[src/rtl/self_test_master_if.sv]
// Self-test link bundle between the base-layer initiator and whoever
// drives/observes it (control logic on one side, the vertical bus on the
// other).
//   start, chip_id     : test request and target layer id
//   data_in            : response word coming down from the upper layers
//   data_out           : frame word driven up the vertical bus
//   busy, done         : run status / one-cycle completion pulse
//   pass, timeout,
//   remote_err         : result of the last completed test
interface self_test_master_if;
  logic        start;
  logic [2:0]  chip_id;
  logic [31:0] data_in;
  logic [31:0] data_out;
  logic        busy;
  logic        done;
  logic        pass;
  logic        timeout;
  logic [3:0]  remote_err;

  modport master (
    input  start, chip_id, data_in,
    output data_out, busy, done, pass, timeout, remote_err
  );

  modport slave (
    output start, chip_id, data_in,
    input  data_out, busy, done, pass, timeout, remote_err
  );
endinterface

[src/rtl/self_test_master.sv]
// Base-layer initiator of the 3D-stack self-test link.
// Sends a header (BEAF marker + target chip id) and 15 pattern words on the
// vertical bus, then waits for the addressed layer's CAFE completion word
// and reports pass / remote error count, or a timeout.
// Ports:
//   clk, rst_n : clock (rising edge), asynchronous active-low reset
//   bus        : self_test_master_if.master (start, chip_id, data_in in;
//                data_out, busy, done, pass, timeout, remote_err out)
// All bus outputs are registered; they are computed from the next state so
// that they take their new values on the same edge as the state change.
module self_test_master #(
  parameter int TIMEOUT = 64,
  parameter int TO_W    = 8
) (
  input  logic                clk,
  input  logic                rst_n,
  self_test_master_if.master  bus
);

  typedef enum logic [2:0] {
    S_IDLE,
    S_HDR,
    S_PAT,
    S_WAIT,
    S_DONE
  } state_t;

  localparam logic [TO_W-1:0] TO_LAST = TO_W'(TIMEOUT - 1);

  state_t            state_q, state_d;
  logic [2:0]        id_q, id_d;
  logic [3:0]        k_q, k_d;
  logic [TO_W-1:0]   timer_q, timer_d;
  logic [31:0]       dout_q, dout_d;
  logic              busy_q, busy_d;
  logic              done_q, done_d;
  logic              pass_q, pass_d;
  logic              to_q, to_d;
  logic [3:0]        rerr_q, rerr_d;

  logic              resp_ok;
  logic              expired;
  logic              unused_bits;

  // Response match only looks at the marker and id fields; the error count
  // sits in [27:24] and everything else is don't-care.
  assign resp_ok     = (bus.data_in[15:0] == 16'hCAFE) &&
                       (bus.data_in[18:16] == id_q);
  assign expired     = (timer_q == TO_LAST);
  assign unused_bits = ^{bus.data_in[31:28], bus.data_in[23:19]};

  always_ff @(posedge clk or negedge rst_n) begin
    if (!rst_n) begin
      state_q <= S_IDLE;
      id_q    <= '0;
      k_q     <= '0;
      timer_q <= '0;
      dout_q  <= '0;
      busy_q  <= 1'b0;
      done_q  <= 1'b0;
      pass_q  <= 1'b0;
      to_q    <= 1'b0;
      rerr_q  <= '0;
    end else begin
      state_q <= state_d;
      id_q    <= id_d;
      k_q     <= k_d;
      timer_q <= timer_d;
      dout_q  <= dout_d;
      busy_q  <= busy_d;
      done_q  <= done_d;
      pass_q  <= pass_d;
      to_q    <= to_d;
      rerr_q  <= rerr_d;
    end
  end

  always_comb begin
    state_d = state_q;
    id_d    = id_q;
    k_d     = k_q;
    timer_d = timer_q;
    pass_d  = pass_q;
    to_d    = to_q;
    rerr_d  = rerr_q;

    case (state_q)
      S_IDLE: begin
        if (bus.start) begin
          id_d    = bus.chip_id;
          pass_d  = 1'b0;
          to_d    = 1'b0;
          rerr_d  = '0;
          k_d     = '0;
          state_d = S_HDR;
        end
      end
      S_HDR: begin
        k_d     = 4'd1;
        state_d = S_PAT;
      end
      S_PAT: begin
        // k wraps 15 -> 0 on the way out, leaving the index cleared.
        k_d = k_q + 4'd1;
        if (k_q == 4'd15) begin
          timer_d = '0;
          state_d = S_WAIT;
        end
      end
      S_WAIT: begin
        timer_d = timer_q + 1'b1;
        // Response is checked first so it wins over a same-cycle expiry.
        if (resp_ok) begin
          rerr_d  = bus.data_in[27:24];
          pass_d  = (bus.data_in[27:24] == 4'd0);
          to_d    = 1'b0;
          state_d = S_DONE;
        end else if (expired) begin
          rerr_d  = '0;
          pass_d  = 1'b0;
          to_d    = 1'b1;
          state_d = S_DONE;
        end
      end
      S_DONE: begin
        state_d = S_IDLE;
      end
      default: begin
        state_d = S_IDLE;
      end
    endcase

    busy_d = (state_d == S_HDR) || (state_d == S_PAT) || (state_d == S_WAIT);
    done_d = (state_d == S_DONE);

    case (state_d)
      S_HDR:   dout_d = {13'h0, id_d, 16'hBEAF};
      S_PAT:   dout_d = {8{k_d}};
      default: dout_d = '0;
    endcase
  end

  assign bus.data_out   = dout_q;
  assign bus.busy       = busy_q;
  assign bus.done       = done_q;
  assign bus.pass       = pass_q;
  assign bus.timeout    = to_q;
  assign bus.remote_err = rerr_q;

endmodule

[src/flat_wrapper.sv]
// flat-port wrapper written by rule: the top's interface ports become plain ports
module self_test_master_flat 
#(
  parameter int TIMEOUT = 64,
  parameter int TO_W    = 8
)
  (clk, rst_n, bus_start, bus_chip_id, bus_data_in, bus_data_out, bus_busy, bus_done, bus_pass, bus_timeout, bus_remote_err);
  self_test_master_if bus_i ();
  input  logic clk;
  input  logic rst_n;
  input wire logic [$bits(bus_i.start)-1:0] bus_start;
  input wire logic [$bits(bus_i.chip_id)-1:0] bus_chip_id;
  input wire logic [$bits(bus_i.data_in)-1:0] bus_data_in;
  output wire logic [$bits(bus_i.data_out)-1:0] bus_data_out;
  output wire logic [$bits(bus_i.busy)-1:0] bus_busy;
  output wire logic [$bits(bus_i.done)-1:0] bus_done;
  output wire logic [$bits(bus_i.pass)-1:0] bus_pass;
  output wire logic [$bits(bus_i.timeout)-1:0] bus_timeout;
  output wire logic [$bits(bus_i.remote_err)-1:0] bus_remote_err;
  assign bus_i.start = bus_start;
  assign bus_i.chip_id = bus_chip_id;
  assign bus_i.data_in = bus_data_in;
  assign bus_data_out = bus_i.data_out;
  assign bus_busy = bus_i.busy;
  assign bus_done = bus_i.done;
  assign bus_pass = bus_i.pass;
  assign bus_timeout = bus_i.timeout;
  assign bus_remote_err = bus_i.remote_err;
  self_test_master #(.TIMEOUT(TIMEOUT), .TO_W(TO_W)) u_core (.clk(clk), .rst_n(rst_n), .bus(bus_i));
endmodule
[config.mk]
export PLATFORM = sky130hd
export DESIGN_NAME = self_test_master_flat
export DESIGN_NICKNAME = d
export VERILOG_FILES = /design/src/rtl/self_test_master_if.sv /design/src/rtl/self_test_master.sv /design/src/flat_wrapper.sv
export SDC_FILE = /design/constraint.sdc
export NUM_CORES = 1
export LEC_CHECK = 0
export CAP_MARGIN = 25
export CELL_PAD_IN_SITES_DETAIL_PLACEMENT = 1
export CELL_PAD_IN_SITES_GLOBAL_PLACEMENT = 2
export CORE_AREA = 4 4 94 96
export CTS_CLUSTER_SIZE = 24
export DETAILED_ROUTE_END_ITERATION = 10
export DIE_AREA = 0 0 98 100
export GPL_ROUTABILITY_DRIVEN = 0
export PLACE_DENSITY_LB_ADDON = 0.25
export REMOVE_ABC_BUFFERS = 1
export SETUP_SLACK_MARGIN = 0.15
export SYNTH_ARGS = -nofsm -noshare
export SYNTH_HDL_FRONTEND = slang
export SYNTH_SLANG_ARGS = --single-unit
[constraint.sdc]
create_clock -name clk -period 1.9 [get_ports clk]
set_input_delay 0.285 -clock clk [delete_from_list [all_inputs] [get_ports clk]]
set_output_delay 0.285 -clock clk [all_outputs]
set_load 0.1 [all_outputs]
Yosys cells after proc, flatten, opt, wreduce, memory -nomap -nowiden
Index checks and enable logic that the tools add are counted.
{ "word_totals": {"register_bits": 58, "in_bits": 38, "wordCells": 58} }
{ "op_classes": {"addsub": 2, "eq_ne": 14, "muxes": 23, "reduce_logical": 9} }
{ "ops": {"columns": ["cell", "count"], "rows": [
  ["case mux 32 bit (2 select lines)", 1],
  ["two-way mux 3 bit", 6],
  ["== test 16 bit, second input constant", 1],
  ["two-way mux 4 bit", 4],
  ["case mux 8 bit (2 select lines)", 1],
  ["== test 3 x 2 -> 1 bit, second input constant", 4],
  ["case mux 3 bit (4 select lines)", 1],
  ["case mux 4 bit (3 select lines)", 1],
  ["adder 8 x 1 -> 8 bit, second input constant", 1],
  ["== test 8 x 6 -> 1 bit, second input constant", 1],
  ["two-way mux 8 bit", 1],
  ["case mux 4 bit (2 select lines)", 1],
  ["== test 3 x 1 -> 1 bit, second input constant", 2],
  ["two-way mux 1 bit", 5],
  ["adder 4 x 1 -> 4 bit, second input constant", 1],
  ["== test 4 bit, second input constant", 1],
  ["zero test 4 bit", 1],
  ["case mux 1 bit (2 select lines)", 2],
  ["nonzero test 2 bit", 2],
  ["== test 3 bit", 1],
  ["== test 3 bit, second input constant", 1],
  ["zero test 3 bit", 1],
  ["inequality test 3 x 1 -> 1 bit, second input constant", 1],
  ["AND reduction 3 bit", 1],
  ["other kinds (5)", 6]
]} }

Longest topological paths before layout
Gate-level depths: netlist of the first run.
{ "logic_depth": {"ltp_word": 7, "mapped_depth": 6, "ltp_nobuf": 5} }

Worst setup path before layout of the first run
Ideal clock, no wire load.
{ "synth_timing": {"path_kind": "input-to-reg", "from": "input bus_data_in[12]", "to": "register u_core.to_q, in the netlist u_core.bus.timeout", "setup_ns": 0.124, "arrival_ns": 1.664, "t_required_ns": 1.776, "setup_slack_ns": 0.112, "path_stages": 5, "path_buffers": 1, "path_cell_list": "nand4bb_1 > or4_4 > or4_4 > buf_6 > a21boi_1"} }
{ "synth_via": {"elab_chain_len": 4, "elab_cells_between_ends": 6} }
{ "synth_lines": {"columns": ["item", "line_no", "source"], "rows": [
  ["start, declared", "flat_wrapper.sv:13", "input wire logic [$bits(bus_i.data_in)-1:0] bus_data_in;"],
  ["== test 16 bit *", "self_test_master.sv:47", "assign resp_ok = (bus.data_in[15:0] == 16'hCAFE) &&"],
  ["logical AND 1 bit *", "self_test_master.sv:47", null],
  ["inequality test 3 x 1 -> 1 bit (no line) or two-way mux 1 bit (tied branches)", null, null],
  ["AND reduction 3 bit (no line) or case mux 1 bit (2 select lines) (tied branches)", null, null],
  ["end signal, assigned", "self_test_master.sv:73", "to_q <= to_d;"],
  ["end, declared", "self_test_master.sv:38", "logic to_q, to_d;"]
]} }
Every way passes the cells marked *; elsewhere a longest branch is shown, timed or not.
A chain may end at the register's enable or synchronous reset.

Worst setup path in the final report of the first run
{ "layout_timing": {"from": "input bus_data_in[8]", "to": "register u_core.to_q, in the netlist u_core.bus.timeout"} }
The elaborated chain is that of the path after synthesis.

==> results of run 1 <==
==> metal layers <==
layer	share of wire	wire [µm]	up-vias	GRT usage
li1	-	-	807	-
met1	0.46	2380	802	0.143
met2	0.47	2470	47	0.180
met3	0.063	330	4	0.0320
met4	0.0086	45	0	0.0319
met5	0	0	-	0
==> worst paths after layout <==
| check | start | end | slack, ns | cells past startpoint |
|---|---|---|---|---|
| setup / recovery | bus_data_in[8] | u_core.bus.timeout$_DFFE_PN0P_ | 0.22 | 5 |
| hold / removal | rst_n | u_core.bus.busy$_DFF_PN0_ | 0.04 | 2 |
| setup reg to reg | u_core.state_q[2]$_DFF_PN0_ | u_core.bus.timeout$_DFFE_PN0P_ | 0.25 | 3 |
| hold reg to reg | u_core.timer_q[7]$_DFFE_PN0P_ | u_core.timer_q[7]$_DFFE_PN0P_ | 0.49 | 1 |
| max in group asynchronous | rst_n | u_core.state_q[1]$_DFF_PN0_ | 1.48 | 2 |
| min in group clk | u_core.timer_q[7]$_DFFE_PN0P_ | u_core.timer_q[7]$_DFFE_PN0P_ | 0.49 | 1 |
==> cells in the final DEF (no fill, tap or decap), types with 2 or more instances in the layout <==
cell type	synthesis	layout
nor4bb_1	2	2
mux2i_1	7	7
o31ai_1	2	2
clkdlybuf4s50_1	0	11
nor3_1	2	2
dfrtp_2	0	2
o21ai_0	7	7
nor2_1	10	10
o41ai_1	2	2
a31oi_1	3	2
dlygate4sd2_1	0	13
dfrtp_1	37	35
o211ai_1	2	2
xnor2_1	3	3
inv_1	10	10
or4_4	2	3
nand4_1	3	3
clkbuf_8	0	5
xor2_1	3	3
buf_4	21	55
o21bai_1	2	2
nor4b_1	2	2
and3_1	2	2
clkdlybuf4s15_1	0	3
a21oi_1	4	4
ha_1	2	2
and4_1	2	2
nand2_1	36	36
nand3b_1	3	3
nand4b_1	3	3
nand3_1	7	7
bufinv_16	0	2
==> power groups by stage <==
stage | logic [µW] | clock network, µW | registers, µW
floorplan | 529 | 0 | 2800
global placement | 3070 | 0 | 1210
detailed placement | 3100 | 0 | 1210
CTS | 3090 | 846 | 1200
global route | 3240 | 870 | 1240
finish | 3080 | 818 | 1200
==> cell type report <==
cell class | instances | area, µm²
clock buffer | 5 | 68.8
tap | 105 | 131
sequential | 37 | 928
timing repair buffer | 83 | 672
multi-input combinational | 127 | 815
fill | 961 | 5330
inverter | 10 | 37.5
clock inverter | 3 | 65.1
==> worst max-delay path: cells and delay by family <==
kind | cells | cell delay, ns
buf+inv | 1 | 0.18
simple gates | 3 | 1.21
compound gates | 1 | 0.18
==> flip-flops by register name, summed over array words and instances, names as in the netlist <==
register and count:
u_core.bus.busy 1, u_core.bus.data_out 11, u_core.bus.done 1, u_core.bus.pass 1, u_core.bus.remote_err 4, u_core.bus.timeout 1, u_core.id_q 3, u_core.k_q 4
u_core.state_q 3, u_core.timer_q 8
==> logic make-up (layout without fill, tap and decap cells) <==
logic type | Yosys count | in the layout | share of synthesized area
simple gates | 84 | 84 | 0.236
buf+inv | 39 | 101 | 0.119
flops | 37 | 37 | 0.474
compound gates | 28 | 28 | 0.0954
mux | 7 | 7 | 0.0359
xor+xnor | 6 | 6 | 0.0269
fa+ha+maj | 2 | 2 | 0.0128
==> metrics by stage <==
stage          cells  setup WS [ns]  total power (µW)  hold slack [ns]
5_1_grt          370          0.155              5350           0.0841
2_1_floorplan    174          -1.65              3330          -0.0106
6_report         370          0.220              5100           0.0367
4_1_cts          370          0.157              5140           0.0634
3_3_place_gp     361         -0.339              4280            0.381
3_5_place_dp     361         -0.354              4310            0.384
==> repair_timing <==
item,CTS,global route
endpoints found under the setup margin,8,19
pin swaps,4,1
gates resized for setup,21,4
setup buffers,1,0
==> out/metrics.cfg, run 1 <==
[placement]
post_dp_cell_area_mm2=0.00257
dpl.hpwl_um=4070
portBuffers=68

[grt]
grt_use_total=0.111
grt_pass1_wl_um=8820
grt_overflow=0
antenna_found_initial=0
grt_pass1_vias=1803
grt_max_degree=38

[worst_hold_path]
worstHoldPathType=input port to asynchronous set/reset pin

[die]
die_x_um=98
ios=78
row_count=33
core_mm2=0.00805
die_area_mm2=0.00980
start_util=0.243
fp.dieH_um=100

[routing]
drc=0
post_drt_wl_per_cell_um=14.1
ant_nets=0
drt_first_pass_iters=3
via_count=1660
drt_iter0_drc=38
viasPerCell=4.49
routed_wl_um=5230

[pwr]
intPower_uw=2220
p_per_area_mw_per_mm2=1880
leakagePower_uw=0.00138
p_seq_frac=0.235
clkPwrFrac=0.161
p_sw_uw=2880
peakVddDrop_uv=1820
switching_share=0.565
p_comb_frac=0.604

[layout]
drive_above_1_share=0.287
insertedDiodeCount=0
post-route-util=0.338
syn2layout_area_growth_pct=39.1
fin_nets=304
fin_area_mm2=0.00272

[clock_tree]
cts.sinks=37
cts.htree.levels=2
cts_tree=built
cts_buffers=5
hold_buffers=0
clk_pin_slew_worst_paths_ns=0.08
clk_path_buf_depth=2
root_buffer=clkbuf_8
insertion_delay_ns=0.29

[setup_path]
cp_slowest_cell=or4_4
required_ns=2.08
cp-start-kind=input port
crit_path_frequent_cell=or4_4
max_stage_delay_ns=0.54
crit_chain=clkdlybuf4s15_1 -> nand4b_1 -> or4_4 -> or4_4 -> a21boi_2
crit_path_end_kind=register
critPathMaxFanout=6
worstPathArrival_ns=1.86
critPathKind=input port to register

[synthesis]
synth_most_common_cell=dfrtp_1
synth-async-reset-ratio=1.00
netlist.area_leader.share=0.474
ys_seq_area_frac=0.474
syn_inst=203
synth_edf_count=0
synth.top_cells.by_area=dfrtp_1, buf_4, nand2_1, mux2i_1, inv_1
yosys.area.top_type=dfrtp_1
yosysUniqueCellTypes=43
syn_avg_cell_area_um2=9.63
synthTopCellsByCount=dfrtp_1, nand2_1, buf_4, inv_1, nor2_1
synthesis.area_mm2=0.00195
synth-seq-cells=37
yosysWarningCount=0
synthFlopType=dfrtp_1

[timing]
setup_viol=0
worst_pin_slew_ns=0.480
hold_viol=0
period_needed_ns=1.68
tns_ns=0
finalMaxSlewViolations=0
relSlewSlack=0.675
finClkSkew_ns=0.0109
fmax_ghz=0.595
rsz0062_at_grt=false
fin_crit_sh=0.884

[flow_run]
drv_cap=0

[outcome]
status=finished clean

Power figures use the tool's default switching activity.
==> run 2: changes to the inputs <==
- CTS_BUF_LIST: not set -> sky130_fd_sc_hd__clkbuf_4 sky130_fd_sc_hd__clkbuf_8 sky130_fd_sc_hd__clkbuf_16
- SLEW_MARGIN: not set -> 20
==> results of run 2 <==
No change in the layout: final DEF, timing and power equal those of run 1.
==> run 3: changes to the inputs <==
- CTS_CLUSTER_SIZE: 24 -> not set
==> results of run 3 <==
No change in the layout: final DEF, timing and power equal those of run 1.
